===== src/rtl/max_score_tracker_pkg.sv =====
// Shared types and constants for the score tracker: cell/tile types, state encoding,
// and helpers that size coordinate and counter fields.
package sw_pkg;

    localparam int SCORE_WIDTH   = 8;
    localparam int NUM_ROWS_COLS = 1;
    localparam int TILE_DIM      = NUM_ROWS_COLS + 1;
    localparam int RC_WIDTH      = (TILE_DIM > 1) ? $clog2(TILE_DIM) : 1;

    typedef logic [SCORE_WIDTH-1:0] score_t;
    typedef score_t [NUM_ROWS_COLS:0][NUM_ROWS_COLS:0] tile_t;

    typedef enum logic [1:0] {IDLE, RUN, FLUSH, DONE} tracker_state_e;

    // Never returns 0 so single-tile configurations still get a 1-bit field.
    function automatic int clog2_min1(input int v);
        return (v > 1) ? $clog2(v) : 1;
    endfunction

    function automatic int coord_width(input int tiles_per_row, input int tiles_per_col);
        return clog2_min1(((tiles_per_row > tiles_per_col) ? tiles_per_row : tiles_per_col) * TILE_DIM);
    endfunction

    localparam int COORD_WIDTH_DEFAULT = coord_width(16, 16);
    typedef logic [COORD_WIDTH_DEFAULT-1:0] coord_t;

endpackage


===== src/rtl/max_score_tracker_if.sv =====
// Tile input and result bundle between the processing unit side and the tracker.
interface max_score_tracker_if
    import sw_pkg::*;
#(
    parameter int COORD_WIDTH = COORD_WIDTH_DEFAULT
);
    logic                   start;
    logic                   pu_valid;
    tile_t                  scores_in;
    logic                   busy;
    logic                   done;
    score_t                 max_score;
    logic [COORD_WIDTH-1:0] max_row;
    logic [COORD_WIDTH-1:0] max_col;

    modport master (
        output start, pu_valid, scores_in,
        input  busy, done, max_score, max_row, max_col
    );

    modport slave (
        input  start, pu_valid, scores_in,
        output busy, done, max_score, max_row, max_col
    );
endinterface


===== src/rtl/max_score_tracker_tile_max_reduce.sv =====
// Combinational reduction of one tile to its maximum and the local (r,c) of that maximum.
module tile_max_reduce
    import sw_pkg::*;
(
    input  tile_t               tile,
    output score_t              tile_max,
    output logic [RC_WIDTH-1:0] max_r,
    output logic [RC_WIDTH-1:0] max_c
);

    // Row-major scan with strict '>' so the earliest cell keeps a tie.
    always_comb begin
        tile_max = tile[0][0];
        max_r    = '0;
        max_c    = '0;
        for (int r = 0; r <= NUM_ROWS_COLS; r++) begin
            for (int c = 0; c <= NUM_ROWS_COLS; c++) begin
                if (tile[r][c] > tile_max) begin
                    tile_max = tile[r][c];
                    max_r    = RC_WIDTH'(r);
                    max_c    = RC_WIDTH'(c);
                end
            end
        end
    end

endmodule


===== src/rtl/max_score_tracker.sv =====
// Running maximum score and its matrix position over one raster pass of PU tiles.
//   state | meaning
//   IDLE  | after reset, waiting for start
//   RUN   | accepting tiles on pu_valid
//   FLUSH | last tile accepted, draining the two pipe stages
//   DONE  | result final on max_*, waiting for next start
module max_score_tracker
    import sw_pkg::*;
#(
    parameter int TILES_PER_ROW = 16,
    parameter int TILES_PER_COL = 16,
    parameter int COORD_WIDTH   = coord_width(TILES_PER_ROW, TILES_PER_COL)
)
(
    input logic                 clk,
    input logic                 rst,
    max_score_tracker_if.slave  bus
);

    localparam int COL_W = clog2_min1(TILES_PER_ROW);
    localparam int ROW_W = clog2_min1(TILES_PER_COL);

    tracker_state_e         state;
    logic [COL_W-1:0]       tile_col;
    logic [ROW_W-1:0]       tile_row;

    logic                   s1_valid;
    logic                   s2_valid;
    score_t                 s1_score;
    logic [COORD_WIDTH-1:0] s1_row;
    logic [COORD_WIDTH-1:0] s1_col;

    score_t                 red_max;
    logic [RC_WIDTH-1:0]    red_r;
    logic [RC_WIDTH-1:0]    red_c;

    logic                   accept;
    logic                   col_wrap;
    logic                   last_tile;
    logic                   pipe_empty;

    assign accept     = (state == RUN) && bus.pu_valid;
    assign col_wrap   = (tile_col == COL_W'(TILES_PER_ROW - 1));
    assign last_tile  = col_wrap && (tile_row == ROW_W'(TILES_PER_COL - 1));
    assign pipe_empty = !s1_valid && !s2_valid;

    tile_max_reduce u_reduce (
        .tile     (bus.scores_in),
        .tile_max (red_max),
        .max_r    (red_r),
        .max_c    (red_c)
    );

    always_ff @(posedge clk) begin
        if (rst) begin
            state    <= IDLE;
            bus.busy <= 1'b0;
            bus.done <= 1'b0;
            tile_col <= '0;
            tile_row <= '0;
        end else if (bus.start) begin
            state    <= RUN;
            bus.busy <= 1'b1;
            bus.done <= 1'b0;
            tile_col <= '0;
            tile_row <= '0;
        end else begin
            case (state)
                RUN: begin
                    if (accept) begin
                        if (last_tile) begin
                            tile_col <= '0;
                            tile_row <= '0;
                            state    <= FLUSH;
                        end else if (col_wrap) begin
                            tile_col <= '0;
                            tile_row <= tile_row + 1'b1;
                        end else begin
                            tile_col <= tile_col + 1'b1;
                        end
                    end
                end
                FLUSH: begin
                    if (pipe_empty) begin
                        state    <= DONE;
                        bus.busy <= 1'b0;
                        bus.done <= 1'b1;
                    end
                end
                default: ;
            endcase
        end
    end

    // Stage 1 holds the tile winner in matrix coordinates; stage 2 folds it into the running max.
    always_ff @(posedge clk) begin
        if (rst || bus.start) begin
            s1_valid      <= 1'b0;
            s2_valid      <= 1'b0;
            s1_score      <= '0;
            s1_row        <= '0;
            s1_col        <= '0;
            bus.max_score <= '0;
            bus.max_row   <= '0;
            bus.max_col   <= '0;
        end else begin
            s1_valid <= accept;
            s2_valid <= s1_valid;
            if (accept) begin
                s1_score <= red_max;
                s1_row   <= COORD_WIDTH'(int'(tile_row) * TILE_DIM + int'(red_r));
                s1_col   <= COORD_WIDTH'(int'(tile_col) * TILE_DIM + int'(red_c));
            end
            if (s1_valid && (s1_score > bus.max_score)) begin
                bus.max_score <= s1_score;
                bus.max_row   <= s1_row;
                bus.max_col   <= s1_col;
            end
        end
    end

endmodule

===== src/flat_wrapper.sv =====
// flat-port wrapper written by rule: the top's interface ports become plain ports
module max_score_tracker_flat import sw_pkg::*;
#(
    parameter int TILES_PER_ROW = 16,
    parameter int TILES_PER_COL = 16,
    parameter int COORD_WIDTH   = coord_width(TILES_PER_ROW, TILES_PER_COL)
)
  (clk, rst, bus_start, bus_pu_valid, bus_scores_in, bus_busy, bus_done, bus_max_score, bus_max_row, bus_max_col);
  max_score_tracker_if #(.COORD_WIDTH(COORD_WIDTH)) bus_i ();
  input logic clk;
  input logic rst;
  input wire logic [$bits(bus_i.start)-1:0] bus_start;
  input wire logic [$bits(bus_i.pu_valid)-1:0] bus_pu_valid;
  input wire logic [$bits(bus_i.scores_in)-1:0] bus_scores_in;
  output wire logic [$bits(bus_i.busy)-1:0] bus_busy;
  output wire logic [$bits(bus_i.done)-1:0] bus_done;
  output wire logic [$bits(bus_i.max_score)-1:0] bus_max_score;
  output wire logic [$bits(bus_i.max_row)-1:0] bus_max_row;
  output wire logic [$bits(bus_i.max_col)-1:0] bus_max_col;
  assign bus_i.start = bus_start;
  assign bus_i.pu_valid = bus_pu_valid;
  assign bus_i.scores_in = bus_scores_in;
  assign bus_busy = bus_i.busy;
  assign bus_done = bus_i.done;
  assign bus_max_score = bus_i.max_score;
  assign bus_max_row = bus_i.max_row;
  assign bus_max_col = bus_i.max_col;
  max_score_tracker #(.TILES_PER_ROW(TILES_PER_ROW), .TILES_PER_COL(TILES_PER_COL), .COORD_WIDTH(COORD_WIDTH)) u_core (.clk(clk), .rst(rst), .bus(bus_i));
endmodule

===== config.mk =====
export PLATFORM = sky130hd
export DESIGN_NAME = max_score_tracker_flat
export DESIGN_NICKNAME = d
export VERILOG_FILES = /design/src/rtl/max_score_tracker_pkg.sv /design/src/rtl/max_score_tracker_if.sv /design/src/rtl/max_score_tracker_tile_max_reduce.sv /design/src/rtl/max_score_tracker.sv /design/src/flat_wrapper.sv
export SDC_FILE = /design/constraint.sdc
export NUM_CORES = 1
export LEC_CHECK = 0
export CORE_AREA = 3 3 82 84
export CTS_CLUSTER_DIAMETER = 150
export CTS_CLUSTER_SIZE = 20
export DETAILED_ROUTE_END_ITERATION = 12
export DIE_AREA = 0 0 85 87
export GPL_ROUTABILITY_DRIVEN = 0
export GPL_TIMING_DRIVEN = 0
export MAX_ROUTING_LAYER = met4
export PLACE_DENSITY = 0.78
export SLEW_MARGIN = 20
export SYNTH_ARGS = -nofsm -noshare
export SYNTH_HDL_FRONTEND = slang
export SYNTH_SLANG_ARGS = --single-unit

===== constraint.sdc =====
create_clock -name clk -period 5.9 [get_ports clk]
set_input_delay 1.18 -clock clk [delete_from_list [all_inputs] [get_ports clk]]
set_output_delay 1.18 -clock clk [all_outputs]
set_load 0.02 [all_outputs]

==> results.toml <==
[run_status]
status = "finished, final reports clean"

[global_route]
grt_usage = 0.235
grt_pass1_wl_um = 13800
grt_max_degree = 17
antenna_found_initial = 0
overflow = 0
grt_pass1_vias = 2997

[route]
num_vias = 3117
wl_per_cell_um = 16.2
drt_first_iter_violations = 237
ant_nets = 0
remaining_drc_errors = 0
drt_wl_total_um = 8510
drt_first_pass_iters = 4
via_per_inst = 5.94

[sta]
clock_skew_ns = 0.00744
finalCritPeriodShare = 0.960
fin_crit_ns = 5.66
max_freq_mhz = 177
slew_headroom = 0.661
tns_ns = 0
hold_violations = 0
hold_ws_ns = 0.460
worst_pin_slew_ns = 0.501
timing_max_transition_violations_final = 0
finalSetupViolCount = 0

[placed_design]
io_buffers = 55
dpl-instance-area_sq_um = 3790
dp_hpwl_um = 6020

[clock_tree]
ctsHoldBuffers = 0
clk_pin_slew_ns = 0.10
clkSinkCount = 50
clock_latency_ns = 0.30
tritoncts = "done"
htreeDepth = 2
cts-buffers-inserted = 5
cts_buffer_depth = 2
cts_root_buffer = "clkbuf_8"

[pwr]
p_sw_frac = 0.317
p_sw_uw = 287
leakage_nw = 1.69
seqPwrFrac = 0.380
fin_total_pwr_uw = 906
powerDensity_nw_per_um2 = 215
p_int_uw = 619
comb_power_share = 0.351
vdd.ir_drop.worst_mv = 0.167
pwr-share-clk = 0.269

[worst_setup_path]
critPathLaunch = "bus_scores_in[1]"
r2r_cells = 10
ff2ff_setup_slack_ns = 3.80
path_class = "primary input to flop"
startpoint_type = "primary input"
crit_end = "u_core.s1_score[0]"
cp.required_ns = 6.13
cp_max_fo = 10
end_kind = "flop"
rr_endpoint = "u_core.bus.max_col[0]"
r2r_start = "u_core.bus.max_score[1]"
crit_arrival_ns = 5.89

[run]
cap_violations = 0

[yosys]
synth_seq_cells = 50
synth_area_sq_um = 3140
ys_types = 51
synth.avg_cell_area_sq_um = 8.52
syn_inst = 369
synth-main-ff-cell = "dfxtp_1"
synth_edf_count = 0
synth_nets = 439
synthArstFlopShare = 0
ys_seq_area_frac = 0.318
yosys_warnings = 0

[cells_and_area]
drive_gt1_frac = 0.144
final_cell_area_sq_um = 4210
syn_to_final_growth_pct = 34.0
fin_util = 0.703
layout.nets = 519
antennaDiodeCount = 0

[floorplanning]
core-area_sq_um = 5990
rows = 28
die_h_um = 87
ios = 56
die_area_sq_um = 7400
chipWidth_um = 85
initial_core_util = 0.525

[worst_hold_path]
hp-class = "flop to flop"
[cells in the final DEF, fill, tap and decap left out, types with 3 or more instances in the layout]
master and n:
clkbuf_8 5, buf_6 8, a32o_1 12, inv_1 20, a32o_2 4, o311ai_1 4, nand2_1 60, clkdlybuf4s50_1 39
o21a_1 4, buf_4 17, dlymetal6s2s_1 16, mux2i_1 19, ha_1 32, nor2_1 18, a21oi_2 6, a21oi_1 33
clkbuf_1 10, o21ai_0 14, o211ai_1 3, o21bai_1 7, nor2b_1 4, a21o_1 3, dfxtp_1 50, nand4_1 8
nor2_4 3, o31ai_1 6
[registers in the layout, indices dropped and copies added (netlist names)]
| signal | cells |
|---|---|
| u_core.bus.max_score | 8 |
| u_core.s1_score | 8 |
| u_core.bus.max_col | 5 |
| u_core.bus.max_row | 5 |
| u_core.s1_col | 5 |
| u_core.s1_row | 5 |
| u_core.tile_col | 4 |
| u_core.tile_row | 4 |
| u_core.state | 2 |
| u_core.bus.busy | 1 |
| u_core.bus.done | 1 |
| u_core.s1_valid | 1 |
| u_core.s2_valid | 1 |
[cell type report]
cell class	instances	area [sq um]
multi-input cells	281	2080
fillers	473	1780
flip-flops and latches	50	1000
repair buffers	74	748
plain buffers	17	103
well taps	75	93.8
inverters	20	75.1
clock buffers	5	68.8
clock inverters	3	45.0
[timing repair]
action / CTS / global route
setup buffers: 13 / 6
endpoints found under the setup margin: 10 / 10
gates cloned: 1 / 0
resized for setup: 17 / 31
pin swaps: 12 / 16
[worst max-delay path: stages]
cell            delay [ns]
dlymetal6s2s_1        0.13
inv_1                 0.07
ha_1                  0.31
nor2b_1               0.13
o211ai_1              0.30
nand2_2               0.18
a32o_2                0.31
or2_1                 0.24
ha_1                  0.28
nand4_1               0.16
nor2_4                0.22
a21oi_4               0.06
or2_1                 0.25
buf_6                 0.15
buf_6                 0.15
o31ai_2               0.23
ha_1                  0.27
nor2b_1               0.14
o211ai_1              0.21
a21oi_2               0.12
o32ai_4               0.29
buf_6                 0.16
o311ai_4              0.10
a221oi_2              0.25
[cell families (layout without fill, tap and decap cells)]
kind of cell               Yosys count  count (layout)  synth area share
adders and majority gates           34              34             0.135
muxes                               19              19            0.0605
xor gates and xnor gates             4               4            0.0111
and+or+nand+nor                    111             111             0.161
AOI/OAI and AO/OA                  112             113             0.257
buffers and inverters               39             119            0.0569
DFF                                 50              50             0.318
[power by group through the flow]
stage / Combinational (mW) / Sequential (mW) / Clock, mW
floorplan: 0.172 / 0.351 / 0
global placement: 0.236 / 0.352 / 0
detailed placement: 0.246 / 0.352 / 0
CTS: 0.287 / 0.344 / 0.249
global route: 0.342 / 0.345 / 0.259
finish: 0.318 / 0.344 / 0.244
[routing by layer]
layer  global-route usage  up-vias  share of wire
met5                    -        -              0
li1                     -     1507              -
met4               0.0705        0          0.015
met2                0.367      110           0.46
met3               0.0397       16          0.062
met1                0.314     1484           0.47
[worst min path at each step]
stage,start,cells after the start,to,slack (ns)
global placement,u_core.bus.max_col[2],2,u_core.bus.max_col[2],0.44
detailed placement,u_core.s1_row[0],2,u_core.bus.max_row[0],0.45
CTS,u_core.s1_row[4],2,u_core.s1_row[4],0.46
global route,u_core.s1_col[4],2,u_core.s1_col[4],0.48
floorplan,u_core.s1_col[0],2,u_core.bus.max_col[0],0.43
finish,u_core.bus.max_col[3],2,u_core.bus.max_col[3],0.46
[through the flow]
| step | worst slack (ns) | std cells |
|---|---|---|
| 2_1_floorplan | 0.520 | 369 |
| 3_3_place_gp | -0.587 | 499 |
| 3_5_place_dp | -0.709 | 499 |
| 4_1_cts | 0.00896 | 519 |
| 5_1_grt | -0.0385 | 525 |
| 6_report | 0.238 | 525 |
[synthesized netlist by cell type, drive strengths merged (4+ instances only)]
| master | instances | area [sq um] |
|---|---|---|
| ha | 34 | 425 |
| o21a | 4 | 30.0 |
| o21bai | 7 | 52.6 |
| o311ai | 8 | 77.6 |
| clkbuf | 13 | 50.0 |
| a32o | 16 | 160 |
| o21ai | 15 | 75.1 |
| a21oi | 40 | 208 |
| dfxtp | 50 | 1000 |
| nor2b | 5 | 33.8 |
| mux2i | 19 | 190 |
| inv | 20 | 75.1 |
| nand4 | 8 | 50.1 |
| nor2 | 22 | 92.6 |
| buf | 6 | 53.8 |
| nand2 | 61 | 229 |
| o31ai | 7 | 52.6 |
(Power assumes the default switching activity.)
